File: config.mk
export PLATFORM = sky130hd
export DESIGN_NAME = fwd_hazard_unit
export DESIGN_NICKNAME = d
export VERILOG_FILES = /design/src/rtl/fwd_hazard_unit.sv
export SDC_FILE = /design/constraint.sdc
export NUM_CORES = 1
export LEC_CHECK = 0
export ABC_AREA = 1
export CAP_MARGIN = 10
export CORE_ASPECT_RATIO = 1.2
export CORE_UTILIZATION = 46
export DETAILED_ROUTE_END_ITERATION = 6
export GPL_ROUTABILITY_DRIVEN = 1
export PLACE_DENSITY = 0.81
export SLEW_MARGIN = 20
export SYNTH_ARGS = -nofsm -noshare
export SYNTH_HDL_FRONTEND = slang
export SYNTH_SLANG_ARGS = --single-unit
File: constraint.sdc
create_clock -name clk -period 1.75 [get_ports clk]
set_input_delay 0.4375 -clock clk [delete_from_list [all_inputs] [get_ports clk]]
set_output_delay 0.4375 -clock clk [all_outputs]
set_load 0.02 [all_outputs]
File: src/rtl/fwd_hazard_unit.sv
// Forwarding/load-use hazard unit: picks the youngest in-flight producer per source, stalls on unready loads.
// Zero-latency combinational outputs; records shift each edge unless hold freezes them, stall inserts a bubble.
module fwd_hazard_unit #(
  parameter int REG_AW     = 5,
  parameter int DEPTH      = 2,
  parameter int LOAD_STAGE = 2,
  parameter int CNT_W      = 32
) (
  input  logic              clk,
  input  logic              rst_n,
  input  logic              id_valid,
  input  logic [REG_AW-1:0] id_dst,
  input  logic [1:0]        id_kind,
  input  logic              id_use_rs,
  input  logic              id_use_rt,
  input  logic [REG_AW-1:0] id_rs,
  input  logic [REG_AW-1:0] id_rt,
  input  logic              hold,
  input  logic              flush,
  output logic              stall,
  output logic [2:0]        fwd_rs_stage,
  output logic [2:0]        fwd_rt_stage,
  output logic [1:0]        fwd_rs_kind,
  output logic [1:0]        fwd_rt_kind,
  output logic [CNT_W-1:0]  stall_cnt
);

  localparam logic [1:0] K_LOAD = 2'd1;
  localparam logic [1:0] K_NONE = 2'd3;

  typedef struct packed {
    logic              vld;
    logic [REG_AW-1:0] dst;
    logic [1:0]        kind;
  } rec_t;

  rec_t rec [DEPTH:1];
  logic rs_rdy;
  logic rt_rdy;

  // Scan oldest to youngest so the lowest matching stage is the one left selected.
  always_comb begin
    fwd_rs_stage = '0;
    fwd_rs_kind  = '0;
    rs_rdy       = 1'b1;
    fwd_rt_stage = '0;
    fwd_rt_kind  = '0;
    rt_rdy       = 1'b1;
    for (int k = DEPTH; k >= 1; k--) begin
      if (id_use_rs && id_rs != '0 && rec[k].vld && rec[k].dst == id_rs && rec[k].kind != K_NONE) begin
        fwd_rs_stage = 3'(k);
        fwd_rs_kind  = rec[k].kind;
        rs_rdy       = (rec[k].kind != K_LOAD) || (k >= LOAD_STAGE);
      end
      if (id_use_rt && id_rt != '0 && rec[k].vld && rec[k].dst == id_rt && rec[k].kind != K_NONE) begin
        fwd_rt_stage = 3'(k);
        fwd_rt_kind  = rec[k].kind;
        rt_rdy       = (rec[k].kind != K_LOAD) || (k >= LOAD_STAGE);
      end
    end
    stall = !flush && id_valid && !(rs_rdy && rt_rdy);
  end

  always_ff @(posedge clk or negedge rst_n) begin
    if (!rst_n) begin
      for (int k = 1; k <= DEPTH; k++) rec[k] <= '0;
      stall_cnt <= '0;
    end else if (!hold) begin
      for (int k = DEPTH; k > 1; k--) rec[k] <= rec[k-1];
      if (!flush && !stall) rec[1] <= '{vld: id_valid, dst: id_dst, kind: id_kind};
      else                  rec[1] <= '0;
      if (stall && stall_cnt != '1) stall_cnt <= stall_cnt + CNT_W'(1);
    end
  end

endmodule
After elaboration in Yosys (flattened, before gate mapping)

Index checks and enable logic that the tools add are counted.
W data, S select, Z words.

Register bits after elaboration: 48
Latch bits: 0
Memory bits (writable): 0
Memory bits (read-only): 0
Input port bits: 24
Memories kept: 0

Add/sub/neg operators: 1
$mul: 0
Divide/modulo/power cells: 0
Order comparisons: 0
Eq/ne operators: 8
Shifts and indexed selects: 0
Muxes and demuxes: 11
Bitwise logic cells: 1
Reductions and logical operators: 25

Operators with widths:

| operator                | count |
|---|---|
| $add A32 B1 Y32 const B | 1 |
| $ne A32 B32 Y1 const B  | 1 |
| $eq A5 B5 Y1            | 4 |
| $logic_and A1 B1 Y1     | 19 |
| $mux W2                 | 8 |
| $reduce_bool A5 Y1      | 2 |
| $mux W8                 | 1 |
| $ne A2 B2 Y1 const B    | 2 |
| $logic_not A1 Y1        | 3 |
| $mux W1                 | 2 |
| $ne A2 B1 Y1 const B    | 1 |
| $reduce_and A2 Y1       | 1 |
| $not A1 Y1              | 1 |

Logic depth before layout (Yosys ltp)

Gate-level depths: netlist (run 1).

Word-level depth: 12
Gate-level depth with buffers: 14

Least setup slack after synthesis (run 1)

No wires, ideal clock.

Path kind: input-to-output
From: input id_rt[1]
To: output fwd_rt_kind[0]
Arrival time: 1.755 ns
Data required time: 1.312 ns
Slack: -0.443 ns
Cell stages on the path: 7
Cell sequence: inv_1 -> nor2_1 -> nor3_1 -> nand3_1 -> a21oi_1 -> inv_1 -> o22ai_1

Word-level cells in the longest chain between the ends: 7
Elaborated cells on any way between the ends: 12
Classes of those cells: 2 x eq/ne; 2 x mux; 8 x reduce/logical

Ends and longest elaborated chain:

| item                              | RTL line | text |
|---|---|---|
| from (decl)                       | 17       | `input logic [REG_AW-1:0] id_rt,` |
| $reduce_bool A5 Y1                | 55       | `if (id_use_rt && id_rt != '0 && rec[k].vld && rec[k].dst == id_rt && rec[k].kind != K_NONE) begin` |
| $logic_and A1 B1 Y1 (4 in series) | 55       |  |
| $mux W2                           | 55       |  |
| $mux W2 (*)                       | 55       |  |
| to (decl)                         | 24       | `output logic [1:0] fwd_rt_kind,` |

Every way passes the cells marked *; elsewhere a longest branch is shown, timed or not.

Final worst setup path (run 1)

From: input id_rt[2]
To: output fwd_rt_kind[1]

The elaborated chain is that of the path after synthesis.

==> run summary, run 1 <==
Fmax = 0.452 GHz
Final global-route overflow total = 0
Cells after Synth = 438
Via count = 3,364
Tcrit/Tclk final = 126%
Total of warnings raised by yosys = 0
Post-synthesis register bit count = 48
Root Buffer = clkbuf_8
Drt total wl = 9360 um
Fin. Hold Viols = 0
Via density = 5.22
Initial Util = 48.5%
Fillers = 458
I/O pins = 67
Largest net degree at the start of global routing = 31
CTS clk-pin slew, worst paths = 0.09 ns
Largest fanout on the critical path = 4
Failing checks = negative setup slack
Worst EP arrival = 1.78 ns
Lkg Pwr = 2.37 nW
Area Growth Syn to Fin = 52.4%
Count leader, synth = nand2_1
Share of the synthesized area in the top cell type = 40.2%
1st-pass router iterations = 5
Ant diodes = 0
Outcome = finished with violations
Clock sink total = 48
Post-route insts no fill = 644
CP required = 1.31 ns
Worst skew pair latency = 0.30 ns
Setup-failing EPs final = 49
Area contributors post-synth = dfrtp_1, nand2_1, inv_1
Post-synth EDFFs = 0
Longest Clk Path Bufs = 2
Sequential fraction of the synthesis area = 40.2%
Power per cell area = 504 nW/um2
Vias in the first global route = 3,367
CP Launch Type = input port
Area after DPL = 4130 um2
Final hold slack = 0.107 ns
Post-Syn Area per Cell = 6.82 um2
Synth cell count leaders = nand2_1, inv_1, dfrtp_1
Worst min path class = input port to async pin
CTS tree = built
Antenna violations before repair = 0
Wire per inst = 14.5 um
Iteration-0 DRC Markers = 180
Final Skew = 0.00668 ns
Crit path kind = input port to primary output
Post-synth ARST share = 100%
Tot GR Track Use = 29.3%
Share of layout cells above drive strength 1 = 22.4%
Setup TNS Final = -15.41 ns
Distinct cells, synth = 29
RSZ-0062 raised after global routing = true
Die W = 75.6 um
Post-layout nets = 586
Number of max-cap violations = 0
Final Wtd Congestion = 0.876
Dpl cells = 618
CTS H-tree lvls = 2
Core area = 6170 um2
CP cell instances = dlygate4sd2_1 -> buf_4 -> xor2_1 -> nor2_1 -> nand4_1 -> nor2_4 -> nand2_4 -> o22ai_4 -> buf_6
Die Y = 90.3 um
Synth Flop Type = dfrtp_1
Slowest-stage cell, CP = dlygate4sd2_1
Die area = 6830 um2
IO buf count = 64
Crit path largest cell delay = 0.28 ns
First-pass GRT wire length = 15,300 um
Largest area contributor in the netlist = dfrtp_1
Placement Rows = 31
Final critical-path required period = 2.21 ns
Final setup margin = -0.463 ns
Antenna viol nets, final = 0
TritonCTS Buffers = 5
Post-DP HPWL = 5830 um
Power, Total = 2.30 mW
Critical Path End Type = primary output
Final instance area = 4560 um2
Final slew viol count = 0
VDD IR max = 0.000353 V
Synth Cell Area = 2990 um2
DRC viols = 0
[through the flow]
step | utilization [%] | setup slack, ns
3_3_place_gp | 66.9 | -1.16
3_5_place_dp | 66.9 | -1.18
5_1_grt | 73.9 | -0.570
6_report | 73.9 | -0.463
2_1_floorplan | - | -0.0922
4_1_cts | 73.1 | -0.433
[layout by cell type (no fill, tap or decap), types with 4 or more instances in the layout]
cell	Yosys	final
nor3_1	12	11
nand4_1	7	7
buf_4	2	47
dfrtp_1	48	46
o22ai_4	0	4
clkdlybuf4s50_1	0	12
nand3_2	0	4
inv_2	4	9
nand3b_1	16	16
nor2_4	0	4
dlygate4sd2_1	0	42
buf_6	5	16
inv_1	62	54
nand3_1	39	35
nand2_2	1	8
xor2_1	10	10
nor2_1	36	31
nand2_1	160	151
clkbuf_8	0	5
o21ai_0	9	9
[layer usage]
metal | global-route usage (%) | share of wire (%)
met4 | 11.6 | 3.0
met3 | 5.47 | 7.1
met5 | 0 | 0
met1 | 33.6 | 39
met2 | 51.9 | 51
[registers in the layout, indices dropped and copies added (netlist names)]
register,cells
stall_cnt,32
rec,16
[path summary, 6_finish.rpt]
check	startpoint	end	slack [ns]	depth (start not counted)
setup / recovery	id_rt[2]	fwd_rt_kind[1]	-0.46	9
hold / removal	rst_n	stall_cnt[13]	0.11	2
setup reg to reg	rec[6]	stall_cnt[15]	-0.35	16
hold reg to reg	rec[7]	rec[7]	0.49	2
max in group asynchronous	rst_n	stall_cnt[0]	1.29	2
min in group clk	rec[7]	rec[7]	0.49	2
[power by group]
group	total, mW	switching (mW)	internal (mW)
sequential	1.17	0.0315	1.14
clock	0.809	0.384	0.425
combinational	0.314	0.178	0.136
total	2.30	0.593	1.70
[critical path, delay by kind of cell]
kind                   cells  cell delay (ns)
XOR/XNOR                   1             0.14
AO/OA/AOI/OAI              1             0.11
buffers and inverters      3             0.57
AND/OR/NAND/NOR            4             0.53
[cell families after synthesis]
kind of cell | synth area share, %
buffers and inverters | 11.3
flip-flops | 40.2
XOR/XNOR | 3.81
AO/OA/AOI/OAI | 4.10
AND/OR/NAND/NOR | 40.0
adder cells (fa/ha/maj) | 0.419
other | 0.125
[final cells by class]
| class | count | area (um2) | share of cell area [%] |
|---|---|---|---|
| tap | 82 | 103 | 2.25 |
| inverter | 67 | 264 | 5.80 |
| timing repair buffer | 126 | 1230 | 27.1 |
| clock inverter | 2 | 35.0 | 0.769 |
| multi-input combinational | 313 | 1640 | 36.1 |
| sequential | 48 | 1200 | 26.4 |
| clock buffer | 6 | 72.6 | 1.59 |
[what timing repair did]
action | CTS | global route
hold buffers | 0 | 0
pin swaps | 14 | 5
gates cloned | 5 | 1
setup endpoints to repair | 81 | 49
setup buffers | 13 | 2
resized for setup | 124 | 9
Power figures use the tool's default switching activity.
==> run 2, diff against run 1 <==
--- a/config.mk
+++ b/config.mk
@@ -6,7 +6,7 @@
 export NUM_CORES = 1
 export LEC_CHECK = 0
 export ABC_AREA = 1
-export CAP_MARGIN = 10
+export CAP_MARGIN = 40
 export CORE_ASPECT_RATIO = 1.2
 export CORE_UTILIZATION = 46
 export DETAILED_ROUTE_END_ITERATION = 6
==> results of run 2 <==
No change in the layout: final DEF, timing and power equal those of run 1.
